`config.mk`:
```
export PLATFORM = sky130hd
export DESIGN_NAME = selector_tablero
export DESIGN_NICKNAME = d
export VERILOG_FILES = /design/src/rtl/gato_pkg.sv /design/src/rtl/detector_flanco.sv /design/src/rtl/selector_tablero.sv
export SDC_FILE = /design/constraint.sdc
export NUM_CORES = 1
export LEC_CHECK = 0
export CAP_MARGIN = 15
export CORE_ASPECT_RATIO = 1.5
export CORE_UTILIZATION = 51
export DETAILED_ROUTE_END_ITERATION = 10
export PLACE_DENSITY = 0.77
export SYNTH_ARGS = -nofsm -noshare
export SYNTH_HDL_FRONTEND = slang
export SYNTH_SLANG_ARGS = --single-unit
```
`constraint.sdc`:
```
create_clock -name clk -period 6.33 [get_ports clk]
set_clock_uncertainty 0.15 [all_clocks]
set_input_delay 1.266 -clock clk [delete_from_list [all_inputs] [get_ports clk]]
set_output_delay 1.266 -clock clk [all_outputs]
set_load 0.03 [all_outputs]
```
`src/rtl/gato_pkg.sv`:
```
// Shared definitions for the tic-tac-toe style board blocks: cell codes,
// button bundle, move decode and the width helper used for port sizing.
package gato_pkg;

  localparam int N_MIN = 3;
  localparam int N_MAX = 8;

  typedef enum logic [1:0] {
    VACIO = 2'b00,
    JUG2  = 2'b01,
    JUG1  = 2'b11
  } celda_t;

  // One decoded cursor move per cycle; NINGUNO leaves elige eligible.
  typedef enum logic [2:0] {
    MOV_NINGUNO,
    MOV_ABAJO,
    MOV_ARRIBA,
    MOV_IZQ,
    MOV_DER
  } mov_t;

  typedef struct packed {
    logic abajo;
    logic arriba;
    logic izq;
    logic der;
    logic elige;
  } botones_t;

  // Smallest r with 2**r >= valor.
  function automatic int clog2(input int valor);
    int r;
    r = 0;
    while ((1 << r) < valor) r++;
    return r;
  endfunction

endpackage

```
`src/rtl/detector_flanco.sv`:
```
// One-bit rising-edge detector: registered history, edge = now high and
// low at the previous clk edge. History clears on rst only.
module detector_flanco (
  input  logic clk,
  input  logic rst,
  input  logic din,
  output logic flanco
);

  logic previo;

  // NOTE: sequential state uses non-blocking assignments so every register
  // samples pre-edge values regardless of block ordering.
  always_ff @(posedge clk) begin
    if (rst) previo <= 1'b0;
    else     previo <= din;
  end

  assign flanco = din & ~previo;

endmodule

```
`src/rtl/selector_tablero.sv`:
```
// Cursor and board controller: moves a cursor over an N x N grid with
// debounced buttons and records alternating player marks on selection.
module selector_tablero
  import gato_pkg::*;
#(
  parameter  int N    = 3,
  parameter  int WRAP = 0,
  localparam int CW   = clog2(N*N + 1)
) (
  input  logic              clk,
  input  logic              rst,
  input  logic              limpiar,
  input  logic              boton_arriba,
  input  logic              boton_abajo,
  input  logic              boton_izq,
  input  logic              boton_der,
  input  logic              boton_elige,
  output logic [CW-1:0]     cuadro,
  output logic [2*N*N-1:0]  tablero,
  output logic              turno,
  output logic              p1_mm,
  output logic              p2_mm,
  output logic              invalido,
  output logic              lleno
);

  localparam int            RW         = clog2(N);
  localparam int            CELDAS     = N * N;
  localparam logic [RW-1:0] ULTIMO     = RW'(N - 1);
  localparam logic [RW-1:0] CENTRO     = RW'(N / 2);
  localparam logic [CW-1:0] CUADRO_INI = CW'((N / 2) * N + (N / 2) + 1);

  logic [4:0] botones_raw;
  logic [4:0] flancos_raw;
  botones_t   flanco;

  assign botones_raw = {boton_abajo, boton_arriba, boton_izq, boton_der, boton_elige};

  for (genvar b = 0; b < 5; b++) begin : g_det
    detector_flanco u_det (
      .clk    (clk),
      .rst    (rst),
      .din    (botones_raw[b]),
      .flanco (flancos_raw[b])
    );
  end

  assign flanco = botones_t'(flancos_raw);

  logic [RW-1:0]     fila_q, col_q;
  logic [RW-1:0]     fila_n, col_n;
  mov_t              mov;
  logic              elige_ok;
  logic [CW-1:0]     indice;
  logic [2*N*N-1:0]  tablero_n;
  logic              turno_n, p1_n, p2_n, inv_n, lleno_n;

  // Fixed priority: abajo > arriba > izq > der; losers are dropped.
  always_comb begin
    mov = MOV_NINGUNO;
    if      (flanco.abajo)  mov = MOV_ABAJO;
    else if (flanco.arriba) mov = MOV_ARRIBA;
    else if (flanco.izq)    mov = MOV_IZQ;
    else if (flanco.der)    mov = MOV_DER;
  end

  // NOTE: every variable written in always_comb gets a default first, so no
  // path through the block leaves it unassigned and infers a latch.
  always_comb begin
    fila_n = fila_q;
    col_n  = col_q;
    case (mov)
      MOV_ABAJO: begin
        if (fila_q != ULTIMO) fila_n = fila_q + RW'(1);
        else if (WRAP != 0)   fila_n = '0;
      end
      MOV_ARRIBA: begin
        if (fila_q != '0)     fila_n = fila_q - RW'(1);
        else if (WRAP != 0)   fila_n = ULTIMO;
      end
      MOV_IZQ: begin
        if (col_q != '0)      col_n = col_q - RW'(1);
        else if (WRAP != 0)   col_n = ULTIMO;
      end
      MOV_DER: begin
        if (col_q != ULTIMO)  col_n = col_q + RW'(1);
        else if (WRAP != 0)   col_n = '0;
      end
      default: ;
    endcase
  end

  assign elige_ok = flanco.elige && (mov == MOV_NINGUNO);
  assign indice   = CW'(int'(fila_q) * N + int'(col_q));

  always_comb begin
    tablero_n = tablero;
    turno_n   = turno;
    p1_n      = 1'b0;
    p2_n      = 1'b0;
    inv_n     = 1'b0;
    if (elige_ok) begin
      if (celda_t'(tablero[2*indice +: 2]) == VACIO && !lleno) begin
        tablero_n[2*indice +: 2] = turno ? JUG2 : JUG1;
        p1_n    = ~turno;
        p2_n    = turno;
        turno_n = ~turno;
      end else begin
        inv_n = 1'b1;
      end
    end
  end

  // Fullness is taken from the next board so lleno rises with the last write.
  always_comb begin
    lleno_n = 1'b1;
    for (int k = 0; k < CELDAS; k++) begin
      if (celda_t'(tablero_n[2*k +: 2]) == VACIO) lleno_n = 1'b0;
    end
  end

  // rst and limpiar reach the same state here; they differ only in the
  // edge-detector history, which only rst clears.
  // NOTE: the board is a plain register vector, not a memory, so it is reset
  // explicitly along with the rest of the state.
  always_ff @(posedge clk) begin
    if (rst || limpiar) begin
      fila_q   <= CENTRO;
      col_q    <= CENTRO;
      cuadro   <= CUADRO_INI;
      tablero  <= '0;
      turno    <= 1'b0;
      p1_mm    <= 1'b0;
      p2_mm    <= 1'b0;
      invalido <= 1'b0;
      lleno    <= 1'b0;
    end else begin
      fila_q   <= fila_n;
      col_q    <= col_n;
      cuadro   <= CW'(int'(fila_n) * N + int'(col_n) + 1);
      tablero  <= tablero_n;
      turno    <= turno_n;
      p1_mm    <= p1_n;
      p2_mm    <= p2_n;
      invalido <= inv_n;
      lleno    <= lleno_n;
    end
  end

endmodule

```
Word-level counts from Yosys, hierarchy flattened. Cells that the tools add are included.

Register bits after elaboration: 36. Output and inout bits: 27. Word-level logic and storage cells: 83.

Add/sub/neg operators: 8. Multipliers: 2. Equality and inequality tests: 6. Shift-type cells: 3. Muxes and demuxes: 16. Bitwise gates (word level): 13. Reductions and logical operators: 21.

Operators with widths (number): $mux 18 (2); $neg 5->34 (1); $shift 2x34->18 const A (1); $shiftx 2x34->18 (1); $logic_not 2->1 (10); $bwmux 18 (1); $shiftx 18x6->2 (1); $mux 3 (4); $mux 2 (5); $reduce_or 9->1 (1); $add 4x2->4 (2); $mul 2x2->4 const B (2); $not 1->1 (8); $pmux 2 s2 (2); $eq 3x2->1 const B (2); $and 1x1->1 (5); $add 2x1->2 const B (2); $add 4x1->4 const B (1); $ne 2x2->1 const B (2); $reduce_bool 2->1 (2); $sub 2x1->2 const B (2); $eq 3x1->1 const B (1); $eq 3x3->1 const B (1); $logic_not 3->1 (1); 7 further kinds (9).

Depth between registers and ports, before layout.
Word-level depth: 11. Mapped depth: 15. Gate-level depth less buffers: 14.

Cells and area by module. A second synthesis with hierarchy kept.

Cells, all modules: 247. Area total of the unflattened synthesis: 2178.3 um2.

Modules (own cells, without submodules): selector_tablero (times used 1, cells each 232, area each 1940.6 um2); detector_flanco (times used 5, cells each 3, area each 47.5 um2).

Least setup slack after synthesis. No wires, ideal clock.

Path kind: flip-flop to flip-flop. From: register fila_q[1]. To: register tablero[9]. Library setup time: 0.071 ns. Arrival time: 3.487 ns. Required time: 6.109 ns. Setup slack: 2.623 ns. Cell stages (with the launch flop): 14. Path buffers: 1. Clock period less this slack: 3.707 ns. Path through: dfxtp_1 -> inv_1 -> fa_1 -> inv_1 -> ha_1 -> fa_1 -> buf_2 -> nor3_1 -> ha_1 -> nand2b_1 -> nor3_1 -> or4b_4 -> or4_1 -> a21oi_1.

Word-level cells in the longest chain between the ends: 7.

RTL lines: from (decl) (RTL line selector_tablero.sv:50) `logic [RW-1:0] fila_q, col_q;`; from (signal assigned) (RTL line selector_tablero.sv:138) `fila_q <= fila_n;`; $mul 2x2->4 (*) (RTL line selector_tablero.sv:94) `assign indice = CW'(int'(fila_q) * N + int'(col_q));`; $add 4x2->4 (*) (RTL line selector_tablero.sv:94); $neg 5->34 or $shiftx 18x6->2 (tied branches) (RTL line selector_tablero.sv:104, selector_tablero.sv:103); $shiftx 2x34->18, or another cell as far along (RTL line selector_tablero.sv:104) `tablero_n[2*indice +: 2] = turno ? JUG2 : JUG1;`; $bwmux 18 or $logic_and 1x1->1 (tied branches) (RTL line selector_tablero.sv:104, selector_tablero.sv:103); $mux 18 (*) (RTL line selector_tablero.sv:103) `if (celda_t'(tablero[2*indice +: 2]) == VACIO && !lleno) begin`; $mux 18 (*) (RTL line selector_tablero.sv:102) `if (elige_ok) begin`; to (signal assigned) (RTL line selector_tablero.sv:141) `tablero <= tablero_n;`; to (decl) (RTL line selector_tablero.sv:19) `output logic [2*N*N-1:0] tablero,`.

Mark *: on every way between the ends. The rest lies on a longest branch, timed or not. A chain may end at the register's enable or synchronous reset.

Final worst setup path.
From: register fila_q[0]. To: register lleno.

Word-level cells in the longest chain between the ends: 9.

RTL lines: $mul 2x2->4 (*) (RTL line selector_tablero.sv:94); $add 4x2->4 (*) (RTL line selector_tablero.sv:94); $neg 5->34 or $shiftx 18x6->2 (tied branches) (RTL line selector_tablero.sv:104, selector_tablero.sv:103); $shiftx 2x34->18, or another cell as far along (RTL line selector_tablero.sv:104); $bwmux 18 or $logic_and 1x1->1 (tied branches) (RTL line selector_tablero.sv:104, selector_tablero.sv:103); $mux 18 (*) (RTL line selector_tablero.sv:103); $mux 18 (*) (RTL line selector_tablero.sv:102); $logic_not 2->1 (RTL line selector_tablero.sv:118) `if (celda_t'(tablero_n[2*k +: 2]) == VACIO) lleno_n = 1'b0;`; $reduce_or 9->1 (no source line) or $mux 1 (tied branches); to (signal assigned) (RTL line selector_tablero.sv:146) `lleno <= lleno_n;`; to (decl) (RTL line selector_tablero.sv:24) `output logic lleno`.

Marks and branches as above.

==> metrics.yaml <==
status: "complete, no violations"
grt_first_pass_wirelength_mm: 7.61
yosysWarnings: 0
clk_pin_slew_ns: 0.07
maxCapViolations: 0
synth_compound_area_frac: 0.145
postCtsSetupBuffers: 0
die_y_um: 80.0
cts-root-buf: "clkbuf_8"
cellPowerDensity_nw_per_um2: 231
num_rows: 28
clkLatencyLatePin_ns: 0.30
drt_first_iter_violations: 63
post_synth.cell_area_avg_um2: 8.51
htreeDepth: 2
min_period_ns: 4.20
hold_viol_final: 0
synth_fa_ha_area_frac: 0.130
area_growth_pct: 21.5
grt_max_degree: 24
place_congestion: 0.923
vias: 1794
grt_pass1_vias: 1706
hp-class: "register to register"
layout-drive-gt1-share: 0.0576
antenna_found_initial: 0
synth_mux_area_frac: 0.0387
drc: 0
min_from: "tablero[8]"
grtUsageTotal: 0.246
fin_ws_ns: 2.13
cts_hold_buf: 0
synth-xor-area-share: 0.0169
gr-total-overflow: 0
core_um2: 3920
reg2reg_from: "fila_q[0]"
yosysSeqAreaShare: 0.349
cts_buffer_depth: 2
finalWirelength_mm: 4.75
dieArea_um2: 4320
ys_ff_latch: 36
startpoint: "fila_q[0]"
postCtsResizedCells: 0
ant_nets: 0
setup_tns_ns: 0
period_share: 0.664
leakage_nw: 0.934
critPathLaunchType: "register"
path_class: "register to register"
antenna_cells: 0
synthCells: 243
crit_fanout: 10
clock_sinks: 36
hold_depth: 2
layout_common_cells: "nor2_1 (44), dfxtp_1 (36), clkdlybuf4s50_1 (34)"
worst_pin_slew_ns: 0.574
power_mw: 0.579
yosys.area.top_type: "dfxtp_1"
setup_viol: 0
yosysTopAreaCellShare: 0.349
multi_input_area_um2: 1240
worst-r2r-cell-count: 14
synth-simple-area-share: 0.268
io_pins: 35
cts_tree: "yes"
max_slew_margin: 0.614
ys_types: 47
fmax_ghz: 0.238
synth_top_family_by_area: "simple AND/OR/NAND/NOR gates"
report.final.slew_viol_count: 0
nFillCells: 346
wl_per_cell_um: 14.7
crit_required_ns: 6.38
ys_async_sr_fraction: 0
hpwlAfterDp_mm: 3.64
holdWs_ns: 0.334
fin_nets: 304
synth_edf_count: 0
pre_cts_ws_ns: 2.04
final_common_cell: "nor2_1"
crit_arrival_ns: 4.25
first_pass_iters: 4
io_buffers: 34
cts_buffers: 5
die_x_um: 54.0
ys_dominant_reg_cell: "dfxtp_1"
end_kind: "register"
synth.area.top_cells: "dfxtp_1 (35%), ha_1 (9.1%), nor2_1 (8.0%)"
initial_core_util: 0.527
seqCellArea_um2: 721
synth_nets: 270
viasPerCell: 5.55
rsz0062_at_grt: "no"
ir_drop_v: 0.000183
syn_area_um2: 2070
path summary, 6_finish.rpt:
kind	to	slack, ns
setup / recovery	lleno	2.13
hold / removal	tablero[8]	0.33
hold reg to reg	tablero[8]	0.33
setup reg to reg	lleno	2.13
state kept, by name, summed over array words and instances, names as in the netlist:
name,count
p2_mm,1
invalido,1
lleno,1
cuadro,4
p1_mm,1
tablero,18
turno,1
g_det.u_det.previo,5
fila_q,2
col_q,2
metrics by stage:
step	instances	instance area [µm²]	utilization
4_1_cts	323	2510	0.640
2_1_floorplan	243	2070	-
3_3_place_gp	315	2420	0.616
6_report	323	2510	0.640
3_5_place_dp	315	2420	0.616
5_1_grt	323	2510	0.640
cells in the mapped netlist (all sizes together) (2+ instances only):
library cell and number:
a21oi 22, a22o 2, and2 2, buf 4, clkbuf 3, dfxtp 36, fa 4, ha 15
inv 17, mux2i 8, nand2 11, nand2b 4, nand3 5, nand3b 2, nand4 3, nor2 44
nor2b 9, nor3 9, nor3b 3, nor4 4, o211ai 3, o21ai 8, o31a 3, o32ai 2
or2 3, or3 3, xnor2 3
critical path, cell delays in order, from the launching register on:
cell and delay, ns:
dfxtp_1 0.40, inv_1 0.13, fa_1 0.55, inv_1 0.04
ha_1 0.20, fa_1 0.60, nor3_1 0.40, ha_1 0.21
nand2b_1 0.09, a21oi_1 0.18, nand4_1 0.26, nor2_1 0.29
mux2i_1 0.22, o211ai_1 0.11, nor4_1 0.28
power by group:
part | internal (mW) | leakage, nW | switching [mW]
logic | 0.0648 | 0.597 | 0.107
clock network | 0.0884 | 0.0445 | 0.0838
registers | 0.233 | 0.292 | 0.00302
kinds of logic after synthesis:
kind of cell    after synthesis
xor+xnor                      4
simple gates                107
flops                        36
mux                           8
fa+ha+maj                    19
compound gates               45
buf+inv                      24
per-layer routing:
layer,GRT usage,vias to the layer above,routed length [µm]
met5,0,-,0
met4,0.156,0,163
met3,0.0533,13,190
met2,0.425,48,2470
met1,0.254,825,1920
li1,-,908,-
layout make-up:
class                   count  area share
repair buffers             34       0.136
inverters                  17      0.0254
clock inverters             1     0.00299
multi-input cells         183       0.492
well taps                  45      0.0224
clock buffers               7      0.0344
flip-flops and latches     36       0.287
Note: power is estimated with default switching activity, not from simulation.
